==> src/rtl/hs_link_pkg.sv <==
// Shared types and constants for the master/slave handshake link.
package hs_link_pkg;

   localparam int unsigned DataWDefault = 8;
   localparam int unsigned CntW         = 16;

   typedef enum logic [1:0] {
      StIdle,
      StSend,
      StGap
   } master_state_e;

endpackage

==> src/rtl/hs_master.sv <==
// Traffic master: emits an incrementing byte stream on a valid/ready channel and
// drops valid for one cycle after every GapEvery accepted beats.
module hs_master
   import hs_link_pkg::*;
#(
   parameter int unsigned DataW    = DataWDefault,
   parameter int unsigned GapEvery = 8
) (
   input  logic             clk_i,
   input  logic             rst_ni,
   input  logic             ready_i,
   output logic             valid_o,
   output logic [DataW-1:0] data_o
);

   // Beat counter only needs to reach GapEvery-1; keep at least one bit.
   localparam int unsigned BeatW    = (GapEvery > 1) ? $clog2(GapEvery) : 1;
   localparam int unsigned LastBeat = (GapEvery > 0) ? GapEvery - 1 : 0;

   master_state_e    state_q, state_d;
   logic             valid_q, valid_d;
   logic [DataW-1:0] data_q, data_d;
   logic [BeatW-1:0] beat_q, beat_d;
   logic             accept;

   // Next-state: sequence advance on acceptance, one-cycle gap on the last beat of a group.
   always_comb begin
      state_d = state_q;
      valid_d = valid_q;
      data_d  = data_q;
      beat_d  = beat_q;
      accept  = valid_q && ready_i;
      case (state_q)
         StIdle: begin
            state_d = StSend;
            valid_d = 1'b1;
         end
         StSend: begin
            if (accept) begin
               data_d = data_q + 1'b1;
               if ((GapEvery != 0) && (beat_q == BeatW'(LastBeat))) begin
                  beat_d  = '0;
                  state_d = StGap;
                  valid_d = 1'b0;
               end else if (GapEvery != 0) begin
                  beat_d = beat_q + 1'b1;
               end
            end
         end
         StGap: begin
            state_d = StSend;
            valid_d = 1'b1;
         end
         default: begin
            state_d = StIdle;
            valid_d = 1'b0;
         end
      endcase
   end

   // State and output registers.
   always_ff @(posedge clk_i or negedge rst_ni) begin
      if (!rst_ni) begin
         state_q <= StIdle;
         valid_q <= 1'b0;
         data_q  <= '0;
         beat_q  <= '0;
      end else begin
         state_q <= state_d;
         valid_q <= valid_d;
         data_q  <= data_d;
         beat_q  <= beat_d;
      end
   end

   assign valid_o = valid_q;
   assign data_o  = data_q;

endmodule

==> src/rtl/hs_slave.sv <==
// Checking slave: periodic back-pressure, capture of accepted bytes and a sticky
// sequence-continuity check that resynchronises after each beat.
module hs_slave
   import hs_link_pkg::*;
#(
   parameter int unsigned DataW       = DataWDefault,
   parameter int unsigned ReadyPeriod = 4
) (
   input  logic             clk_i,
   input  logic             rst_ni,
   input  logic             valid_i,
   input  logic [DataW-1:0] data_i,
   output logic             ready_o,
   output logic [DataW-1:0] data_o,
   output logic             strobe_o,
   output logic [CntW-1:0]  count_o,
   output logic             err_o
);

   localparam int unsigned PhW = $clog2(ReadyPeriod);

   logic [PhW-1:0]   phase_q, phase_d;
   logic             ready_q, ready_d;
   logic [DataW-1:0] data_q, data_d;
   logic             strobe_q, strobe_d;
   logic [CntW-1:0]  count_q, count_d;
   logic             err_q, err_d;
   logic [DataW-1:0] exp_q, exp_d;
   logic             accept;

   // Next-state: ready is low in the cycle after the phase counter wraps to zero.
   always_comb begin
      accept   = valid_i && ready_q;
      phase_d  = (phase_q == PhW'(ReadyPeriod - 1)) ? '0 : phase_q + 1'b1;
      ready_d  = (phase_d != '0);
      data_d   = data_q;
      strobe_d = accept;
      count_d  = count_q;
      err_d    = err_q;
      exp_d    = exp_q;
      if (accept) begin
         data_d  = data_i;
         count_d = count_q + 1'b1;
         err_d   = err_q | (data_i != exp_q);
         // Resync to the received byte so a single error does not cascade.
         exp_d   = data_i + 1'b1;
      end
   end

   // State and output registers.
   always_ff @(posedge clk_i or negedge rst_ni) begin
      if (!rst_ni) begin
         phase_q  <= '0;
         ready_q  <= 1'b0;
         data_q   <= '0;
         strobe_q <= 1'b0;
         count_q  <= '0;
         err_q    <= 1'b0;
         exp_q    <= '0;
      end else begin
         phase_q  <= phase_d;
         ready_q  <= ready_d;
         data_q   <= data_d;
         strobe_q <= strobe_d;
         count_q  <= count_d;
         err_q    <= err_d;
         exp_q    <= exp_d;
      end
   end

   assign ready_o  = ready_q;
   assign data_o   = data_q;
   assign strobe_o = strobe_q;
   assign count_o  = count_q;
   assign err_o    = err_q;

endmodule

==> src/rtl/master_slave_link.sv <==
// Loopback pair: traffic master wired to a checking slave, channel exported for observation.
module master_slave_link
   import hs_link_pkg::*;
#(
   parameter int unsigned DATA_W       = DataWDefault,
   parameter int unsigned READY_PERIOD = 4,
   parameter int unsigned GAP_EVERY    = 8
) (
   input  logic              sys_clk,
   input  logic              reset,
   output logic              vaild,
   output logic              ready,
   output logic [DATA_W-1:0] master_data,
   output logic [DATA_W-1:0] slave_data,
   output logic              rx_strobe,
   output logic [CntW-1:0]   rx_count,
   output logic              seq_err
);

   logic              m_valid;
   logic [DATA_W-1:0] m_data;
   logic              s_ready;

   hs_master #(
      .DataW    (DATA_W),
      .GapEvery (GAP_EVERY)
   ) u_master (
      .clk_i   (sys_clk),
      .rst_ni  (reset),
      .ready_i (s_ready),
      .valid_o (m_valid),
      .data_o  (m_data)
   );

   hs_slave #(
      .DataW       (DATA_W),
      .ReadyPeriod (READY_PERIOD)
   ) u_slave (
      .clk_i    (sys_clk),
      .rst_ni   (reset),
      .valid_i  (m_valid),
      .data_i   (m_data),
      .ready_o  (s_ready),
      .data_o   (slave_data),
      .strobe_o (rx_strobe),
      .count_o  (rx_count),
      .err_o    (seq_err)
   );

   assign vaild       = m_valid;
   assign ready       = s_ready;
   assign master_data = m_data;

endmodule

==> config.mk <==
export PLATFORM = sky130hd
export DESIGN_NAME = master_slave_link
export DESIGN_NICKNAME = d
export VERILOG_FILES = /design/src/rtl/hs_link_pkg.sv /design/src/rtl/hs_master.sv /design/src/rtl/hs_slave.sv /design/src/rtl/master_slave_link.sv
export SDC_FILE = /design/constraint.sdc
export NUM_CORES = 1
export LEC_CHECK = 0
export ABC_AREA = 1
export ABC_CLOCK_PERIOD_IN_PS = 1880
export BUFFER_PORTS_ARGS = -buffer_cell sky130_fd_sc_hd__buf_2
export CORE_ASPECT_RATIO = 1.75
export CORE_MARGIN = 2
export CORE_UTILIZATION = 42
export DETAILED_ROUTE_END_ITERATION = 8
export PLACE_DENSITY_LB_ADDON = 0.1
export SLEW_MARGIN = 20
export SYNTH_ARGS = -nofsm -noshare
export SYNTH_HDL_FRONTEND = slang
export SYNTH_HIERARCHICAL = 1
export SYNTH_SLANG_ARGS = --single-unit
==> constraint.sdc <==
create_clock -name sys_clk -period 1.88 [get_ports sys_clk]
set_input_delay 0.376 -clock sys_clk [delete_from_list [all_inputs] [get_ports sys_clk]]
set_output_delay 0.376 -clock sys_clk [all_outputs]
set_load 0.01 [all_outputs]
Word level (Yosys, flattened, before mapping) --
Cells that the tools add are included. Widths: inputs -> output; s select.
Cells by class: add/subtract/negate cells 4, equal/unequal tests 7, multiplexer cells 8, bitwise operators 1, reduce and logical (&&, ||, !) cells 6
Operators with widths (count):
- $add 16x1->16 const B | 1
- $add 8x1->8 const B | 1
- $ne 8x8->1 | 1
- $mux 2 | 3
- $eq 2x2->1 const B | 2
- $ne 2x1->1 const B | 2
- $pmux 2 s2 | 1
- $reduce_and 2->1 | 2
- $add 3x1->3 const B | 1
- $eq 3x3->1 const B | 1
- $mux 3 | 1
- $add 2x1->2 const B | 1
- $eq 2x1->1 const B | 1
- $logic_not 2->1 | 1
- $mux 1 | 2
- $pmux 1 s2 | 1
- $reduce_bool 2->1 | 1
- $reduce_or 2->1 | 1
- $logic_and 1x1->1 | 1
- $or 1x1->1 | 1
Storage, ports and cells: register bits after elaboration 51, input bits 2, output and inout bits 36, word-level logic and storage cells 37

Depth between registers and ports, before layout --
Gate-level depths: netlist of run 1.
word-level depth 4, depth in mapped cells 8, depth with buffers taken out 8

Modules after synthesis --
The synthesis of run 1 kept the hierarchy.
By module, submodules not included:
- hs_slave | times used 1, cells an instance 212, area each 1803.0 um^2, sequential area each 925.9 um^2
- hs_master | times used 1, cells an instance 79, area each 726.9 um^2, sequential area each 350.3 um^2

Least setup slack after synthesis of run 1 --
No wires, ideal clock.
kind reg2reg, from register u_slave.count_q[0] (netlist: u_slave/count_o[0]), to register u_slave.count_q[8] (netlist: u_slave/count_o[8]), data arrival time 1195 ps, data required time 1754 ps, setup slack 559 ps, cell stages (with the launch flop) 6, buffers on the path 0, cell sequence dfrtp_1 -> ha_1 -> nand3_1 -> nor3_2 -> nand2_1 -> xnor2_1
Between the ends: word-level cells in the longest chain between the ends 1
RTL lines:
- start, declared | RTL line hs_slave.sv:26 | logic [CntW-1:0] count_q, count_d;
- start signal, assigned | RTL line hs_slave.sv:65 | count_q <= count_d;
- $add 16x1->16 | RTL line hs_slave.sv:43 | count_d = count_q + 1'b1;
No other way between the ends. A chain may end at the register's enable or synchronous reset.

Worst setup path in the final report of run 1 --
from register u_master.valid_q (netlist: u_master/valid_o), to register u_slave.count_q[14] (netlist: u_slave/count_o[14])
Between the ends: word-level cells in the longest chain between the ends 1
RTL lines:
- start, declared | RTL line hs_master.sv:21 | logic valid_q, valid_d;
- start signal, assigned | RTL line hs_master.sv:70 | valid_q <= valid_d;
- $logic_and 1x1->1 | RTL line hs_slave.sv:33 | accept = valid_i && ready_q;
No other way between the ends.

==> results of run 1 <==
logic make-up (layout without fill, tap and decap cells):
family | count (synthesis) | in the layout | synth area share
AND/OR/NAND/NOR | 149 | 149 | 0.2671
flip-flops | 51 | 51 | 0.5044
adder cells (fa/ha/maj) | 6 | 6 | 0.02967
XOR/XNOR | 22 | 22 | 0.08210
AO/OA/AOI/OAI | 17 | 17 | 0.04006
buffers and inverters | 46 | 89 | 0.07665
power breakdown:
part	internal (W)	total [W]	switching (W)
registers	0.00110	0.00110	0
clock network	0.000397	0.000767	0.000370
logic	0.00000516	0.0000265	0.0000213
total	0.00150	0.00189	0.000392
cells in the final DEF, fill, tap and decap left out:
cell type  synthesis  layout
a22oi_1            1       1
buf_12             0       1
buf_2              2      37
buf_4              0       2
bufinv_16          0       1
clkbuf_8           0       5
clkinv_2           0       1
clkinv_4           0       1
dfrtp_1           51      51
ha_1               6       6
inv_1             41      41
nand2_1           87      87
nand2_2            3       3
nand2_4            2       2
nand3_1           17      17
nand3_2            1       1
nand3b_1           1       1
nand4_1            8       8
nor2_1            21      21
nor2_2             1       1
nor2_4             4       4
nor3_1             3       3
nor3_2             1       1
o211ai_1           2       2
o21a_1             1       1
o21ai_0           11      11
o21ai_2            1       1
o31ai_1            1       1
xnor2_1           11      11
xnor2_2            2       2
xor2_1             9       9
cells in the mapped netlist:
cell type and n:
nand3b_1 1, nand4_1 8, xnor2_1 11, nand3_1 17, nor2_2 1, o31ai_1 1
nor3_2 1, clkbuf_1 1, o21a_1 1, o21ai_2 1, buf_8 1, dfrtp_1 51
a22oi_1 1, xor2_1 9, nand2_4 2, nand2_1 87, o211ai_1 2, o21ai_0 11
inv_1 41, nor3_1 3, nand2_2 3, nor2_4 4, nand3_2 1, buf_2 2
ha_1 6, buf_6 1, xnor2_2 2, nor2_1 21
critical path, stage by stage (launching register included):
cell and delay (ns):
dfrtp_1 0.43, nand2_2 0.19, inv_1 0.19, nand2_1 0.09, nor2_1 0.23, nand3_1 0.10, nand2_1 0.09, inv_1 0.04
worst min path at each step:
stage	start	slack (ns)	end	depth (start not counted)
2_1_floorplan	reset	0.08	u_master/beat_q[0]	0
6_report	reset	0.04	u_slave/count_o[7]	2
3_5_place_dp	reset	0.39	u_slave/count_o[7]	2
4_1_cts	reset	0.05	u_slave/count_o[7]	2
3_3_place_gp	reset	0.39	u_slave/count_o[7]	2
5_1_grt	reset	0.04	u_slave/count_o[7]	2
per-layer routing:
metal  up-vias  track usage
met4         0      0.06667
met3         8      0.02728
met2        35       0.2896
li1        986            -
met5         -            0
met1       898       0.1930
layout make-up:
cell class                 count  area [um^2]  area share
inverter                      41        153.9     0.05270
clock buffer                   5        68.82     0.02356
multi-input combinational    194         1060      0.3629
clock inverter                 3        43.79     0.01500
sequential                    51         1276      0.4370
timing repair buffer          40        220.2     0.07541
tap                           78        97.59     0.03342
registers in the layout (all words and copies together), names as in the netlist:
register / count
u_slave/phase_q: 2
u_slave/exp_q: 8
u_slave/err_o: 1
u_slave/data_o: 8
u_slave/count_o: 16
u_master/valid_o: 1
u_master/data_o: 8
u_master/beat_q: 3
u_master/state_q: 2
u_slave/ready_o: 1
u_slave/strobe_o: 1
per-stage QoR:
| step | setup slack (ns) | instance area [um^2] | hold slack (ns) |
|---|---|---|---|
| 2_1_floorplan | 0.5591 | 2530 | 0.08041 |
| 3_3_place_gp | 0.4460 | 2808 | 0.3909 |
| 3_5_place_dp | 0.4196 | 2808 | 0.3881 |
| 4_1_cts | 0.4125 | 2920 | 0.04832 |
| 5_1_grt | 0.2127 | 2920 | 0.04090 |
| 6_report | 0.4261 | 2920 | 0.03945 |
==> key figures, run 1 <==
Clock network
  • Clock buffer depth: 2
  • Hold-fix buffers, CTS: 0
  • H-Tree Depth: 2
  • Skew-Pair Late Insertion Delay: 0.31 ns
  • CTS Buf Count: 5
  • Resize count post-CTS: 0
  • CTS sink cnt: 51
  • CTS Root Cell: clkbuf_8
  • Post-CTS Setup Repair Bufs: 0
  • Clock transition at path regs: 0.10 ns
  • CTS tree: built

Logic synthesis
  • Mapped Nets: 299
  • Yosys warns: 6
  • Synthesized cell area: 0.002530 mm^2
  • Largest area contributor in the netlist: dfrtp_1
  • Syn Area/Cell: 8.694 um^2
  • Register area share after synthesis: 0.5045
  • Yosys reg bits: 51
  • Ranking of synthesized cells by area: dfrtp_1, nand2_1, inv_1, xnor2_1, nand3_1
  • Share of the synthesized area in the top cell type: 0.5045
  • Yosys cell types: 28
  • Synth Instances: 291

Timing
  • Fin. max-slew vios: 0
  • Clk_skew: 0.008193 ns
  • Final Hold Fails: 0
  • Fmax: 687.8 MHz
  • RSZ-0062 raised after global routing: no
  • Rel. slew slack: 0.7261
  • Final setup fails: 0
  • Worst-Margin Slew: 0.4098 ns
  • Setup tns final: 0 ns
  • Period utilization: 0.7734
  • Tmin final: 1.454 ns

Placed design
  • Placer Congestion: 0.8148
  • Cell count after placement: 404
  • Port Buffers: 37
  • Detailed Place HPWL: 3671 um

Power and ir drop
  • Total Power: 0.001889 W
  • Leakage: 1.571 nW
  • Pwr per Cell Area: 647.0 mW/mm^2
  • VDD IR max: 0.0004490 V

Drt
  • DRC Markers: 0
  • DR iter-0 viols: 90
  • Routed met1 length: 2160 um
  • Routed wire length: 4980 um
  • Routed len/inst: 12.09 um
  • Top sig layer: met4
  • Vias per cell: 4.677
  • Routed met3 length: 181 um
  • WL met2: 2540 um
  • Via count: 1927
  • Remaining antenna violation count after routing: 0
  • First-pass DRT Iterations: 4

Critical path
  • Worst Path Required: 2.09 ns
  • Cells on worst reg2reg path: 7
  • Critical path class: flop to flop
  • RR Endpoint: u_slave/count_o[14]
  • Critical Path AT: 1.66 ns
  • Crit path to: u_slave/count_o[14]
  • CP endpoint kind: flop
  • Register-to-register setup slack: 0.43 ns
  • Worst r2r src: u_master/valid_o
  • Setup crit start: u_master/valid_o
  • CP max FO: 10
  • Critical path launch point type: flop

Global routing
  • Vias in the first global route: 1886
  • GRT overflow: 0
  • Initial antenna violation count: 0
  • Largest net degree at the start of global routing: 52
  • First-pass GRT wire length: 8666 um
  • Total GRT Usage: 0.1627

Finish
  • Final nets: 341
  • Final core occ: 0.5006
  • # fillers: 588
  • Share of cells above drive strength 1: 0.1886
  • Non-filler instance count after layout: 412
  • ANT cells: 0
  • Synth-to-layout area growth: 15.43%

Die
  • Die ar.: 0.006685 mm^2
  • Starting Density: 0.4337
  • Die height: 106.7 um
  • Core Footprint: 0.005833 mm^2
  • Ports: 38
  • Row Count: 37
  • Chip width: 62.67 um

Job
  • Max-cap violation count: 0

Hold path
  • Worst Hold Class: input pin to asynchronous set/reset pin

Run status
  • Status: finished clean
Note: power is estimated with default switching activity, not from simulation.
==> inputs of run 2 (changes only) <==
- ABC_AREA: 1 -> 0
- ABC_CLOCK_PERIOD_IN_PS: 1880 -> 1400
- clock period: 1.88 -> 1.4 ns (I/O delays scaled with it)
==> key figures, run 2 <==
Run status
  • Status: finished clean (unchanged)

Finish
  • Highest-count cells in the layout ignoring fill and taps: dfrtp_1, buf_2, buf_4, nand2_1, xnor2_1 (was nand2_1, dfrtp_1, inv_1)
  • Final nets: 266 (was 341)
  • ANT cells: 0 (unchanged)
  • Commonest non-fill, non-tap cell in the layout: dfrtp_1 (was nand2_1)
  • Share of cells above drive strength 1: 0.3784 (was 0.1886)
  • Synth-to-layout area growth: 25.68% (was 15.43%)
  • Largest register FFs: 16 (unchanged)

Logic synthesis
  • Yosys cell types: 34 (was 28)
  • Yosys reg bits: 51 (unchanged)
  • EDFF count, synth: 0 (unchanged)
  • XOR/XNOR share of the synthesized area: 0.1439 (was 0.08210)
  • Share of the synthesized area in the top cell type: 0.5562 (was 0.5045)
  • Ranking of synthesized cells by area: dfrtp_1, xnor2_1, xor2_1, nand2_1, ha_1 (was dfrtp_1, nand2_1, inv_1, xnor2_1, nand3_1)
  • Synth Instances: 190 (was 291)
  • Synth cell count leaders: dfrtp_1, nand2_1, xnor2_1, xor2_1, nand3_1 (was nand2_1, dfrtp_1, inv_1, nor2_1, nand3_1)
  • Async SR Flop Fraction: 1.000 (unchanged)
  • Adder-Cell Fraction of Synth Area: 0.03272 (was 0.02967)
  • Most common cell in the netlist: dfrtp_1 (was nand2_1)
  • Largest family of logic cells by synthesized area: simple AND/OR/NAND/NOR gates (unchanged)
  • Mapped Nets: 198 (was 299)
  • Syn Area/Cell: 12.08 um^2 (was 8.694 um^2)
  • Largest area contributor in the netlist: dfrtp_1 (unchanged)
  • Register area share after synthesis: 0.5562 (was 0.5045)
  • Yosys warns: 6 (unchanged)
  • Fraction of synthesized area in multiplexers: 0.04907 (was 0)
  • Top_reg_cell synth: dfrtp_1 (unchanged)
  • Synth Area in Simple Gates: 0.1799 (was 0.2671)
  • Synth Area in Compound Gates: 0.02617 (was 0.04006)
  • Synthesized cell area: 0.002295 mm^2 (was 0.002530 mm^2)

Critical path
  • Critical Path AT: 1.56 ns (was 1.66 ns)
  • Critical path launch point type: flop (unchanged)
  • Worst Path Required: 1.59 ns (was 2.09 ns)
  • Register-to-register setup slack: 0.03 ns (was 0.43 ns)
  • Cells on worst reg2reg path: 5 (was 7)
  • Worst r2r src: u_slave/count_o[0] (was u_master/valid_o)
  • RR Endpoint: u_slave/count_o[14] (unchanged)
  • Critical path class: flop to flop (unchanged)
  • CP max FO: 3 (was 10)
  • CP endpoint kind: flop (unchanged)

Drt
  • Routed met3 length: 135 um (was 181 um)
  • Top sig layer: met4 (unchanged)
  • DRC Markers: 0 (unchanged)
  • Routed wire length: 4531 um (was 4980 um)
  • Vias per cell: 5.064 (was 4.677)
  • WL met2: 2435 um (was 2540 um)
  • Via count: 1590 (was 1927)
  • Remaining antenna violation count after routing: 0 (unchanged)
  • First-pass DRT Iterations: 4 (unchanged)
  • DR iter-0 viols: 23 (was 90)
  • Routed met1 length: 1877 um (was 2160 um)
  • Routed len/inst: 14.43 um (was 12.09 um)

Clock network
  • Clock buffer depth: 2 (unchanged)
  • CTS Buf Count: 5 (unchanged)
  • CTS Root Cell: clkbuf_8 (unchanged)
  • Skew-Pair Late Insertion Delay: 0.30 ns (was 0.31 ns)
  • CTS tree: built (unchanged)
  • H-Tree Depth: 2 (unchanged)
  • CTS sink cnt: 51 (unchanged)
  • Clock transition at path regs: 0.09 ns (was 0.10 ns)

Timing
  • Rel. slew slack: 0.7863 (was 0.7261)
  • Final setup fails: 0 (unchanged)
  • Fmax: 728.9 MHz (was 687.8 MHz)
  • Period utilization: 0.9799 (was 0.7734)
  • Tmin final: 1.372 ns (was 1.454 ns)
  • RSZ-0062 raised after global routing: yes (was no)
  • Fin. max-slew vios: 0 (unchanged)
  • Clk_skew: 0.004780 ns (was 0.008193 ns)
  • Final Hold Fails: 0 (unchanged)
  • Worst-Margin Slew: 0.3206 ns (was 0.4098 ns)
  • Post-route setup slack: 0.02815 ns (was 0.4261 ns)

Global routing
  • First-pass GRT wire length: 7452 um (was 8666 um)
  • Vias in the first global route: 1606 (was 1886)
  • Total GRT Usage: 0.1641 (was 0.1627)
  • GRT overflow: 0 (unchanged)
  • Initial antenna violation count: 0 (unchanged)
  • Largest net degree at the start of global routing: 34 (was 52)

Die
  • Chip width: 59.88 um (was 62.67 um)
  • Die ar.: 0.006094 mm^2 (was 0.006685 mm^2)
  • Starting Density: 0.4367 (was 0.4337)
  • Row Count: 35 (was 37)
  • Core Footprint: 0.005255 mm^2 (was 0.005833 mm^2)
  • Ports: 38 (unchanged)
  • Die height: 101.8 um (was 106.7 um)

Job
  • Max-cap violation count: 0 (unchanged)

Placed design
  • Port Buffers: 37 (unchanged)
  • Placer Congestion: 0.7580 (was 0.8148)
  • Detailed Place HPWL: 3351 um (was 3671 um)
  • Placement Setup Slack: 0.02960 ns (was 0.4196 ns)

Hold path
  • Worst Hold Class: input pin to asynchronous set/reset pin (unchanged)

Power and ir drop
  • Leakage: 1.434 nW (was 1.571 nW)
  • Total Power: 0.002407 W (was 0.001889 W)
  • VDD IR max: 0.0006604 V (was 0.0004490 V)
  • Pwr per Cell Area: 834.6 mW/mm^2 (was 647.0 mW/mm^2)
## run 2: changes by cell type after synthesis, moves of 6 or more
cell	before	now
nand2_1	87	24
inv_1	41	2
nor2_1	21	7
xnor2_1	11	21
nand3_1	17	10
mux2_2	0	6
## run 2: report_power, final
| part | switching (W) | internal, W | leakage (nW) |
|---|---|---|---|
| Combinational | 0.0000299 | 0.0000103 | 0.733 |
| Clock | 0.000444 | 0.000451 | 0.0515 |
| Sequential | 0 | 0.00147 | 0.650 |
## run 2: area by class of cell
class	count	area, um^2
clock buffers	8	100.1
fillers	484	2371
inverters	3	11.26
multi-input cells	133	1003
flip-flops and latches	51	1285
well taps	55	68.82
repair buffers	64	415.4
## run 2: cells by family (layout without fill, tap and decap cells)
| group | Yosys count | after routing |
|---|---|---|
| simple gates | 70 | 70 |
| flops | 51 | 51 |
| xor+xnor | 36 | 36 |
| compound gates | 11 | 11 |
| mux | 10 | 10 |
| fa+ha+maj | 6 | 6 |
| buf+inv | 6 | 75 |
## run 2: layer usage
| layer | track usage | up-vias |
|---|---|---|
| met4 | 0.06154 | 0 |
| met2 | 0.2952 | 31 |
| met5 | 0 | - |
| li1 | - | 780 |
| met3 | 0.02682 | 7 |
| met1 | 0.1880 | 772 |
## run 2: worst max path at each step
stage,slack [ns],endpoint,startpoint
6_report,0.03,u_slave/count_o[14],u_slave/count_o[0]
5_1_grt,-0.03,u_slave/count_o[14],u_slave/count_o[0]
4_1_cts,0.01,master_data[1],u_master/data_o[1]
3_5_place_dp,0.03,u_slave/count_o[14],u_slave/count_o[1]
3_3_place_gp,0.05,u_slave/count_o[14],u_slave/count_o[1]
2_1_floorplan,-0.1,u_slave/count_o[14],u_slave/count_o[1]
## run 2: critical path, cell delays in order, from the launching register on
cell,delay (ns)
dfrtp_2,0.37
ha_2,0.16
nand3_2,0.06
or3_4,0.39
nand2b_4,0.16
xnor2_2,0.12
## run 2: metrics by stage
step | std cells | utilization | hold WS (ns) | setup TNS (ns) | cell area (um^2)
6_report | 314 | 0.5488 | 0.3551 | 0 | 2884
5_1_grt | 314 | 0.5488 | 0.3731 | -0.04967 | 2884
4_1_cts | 308 | 0.5376 | 0.3598 | 0 | 2825
3_5_place_dp | 299 | 0.5160 | 0.1429 | 0 | 2711
3_3_place_gp | 299 | 0.5160 | 0.1438 | 0 | 2711
2_1_floorplan | 190 | - | -0.01559 | -0.1021 | 2298
## run 2: timing repair
item | CTS | global route
hold buffers | 1 | 0
setup endpoints to repair | 3 | 11
hold endpoints to repair | 7 | 0
buffers inserted | 0 | 6
gates resized for setup | 3 | 6
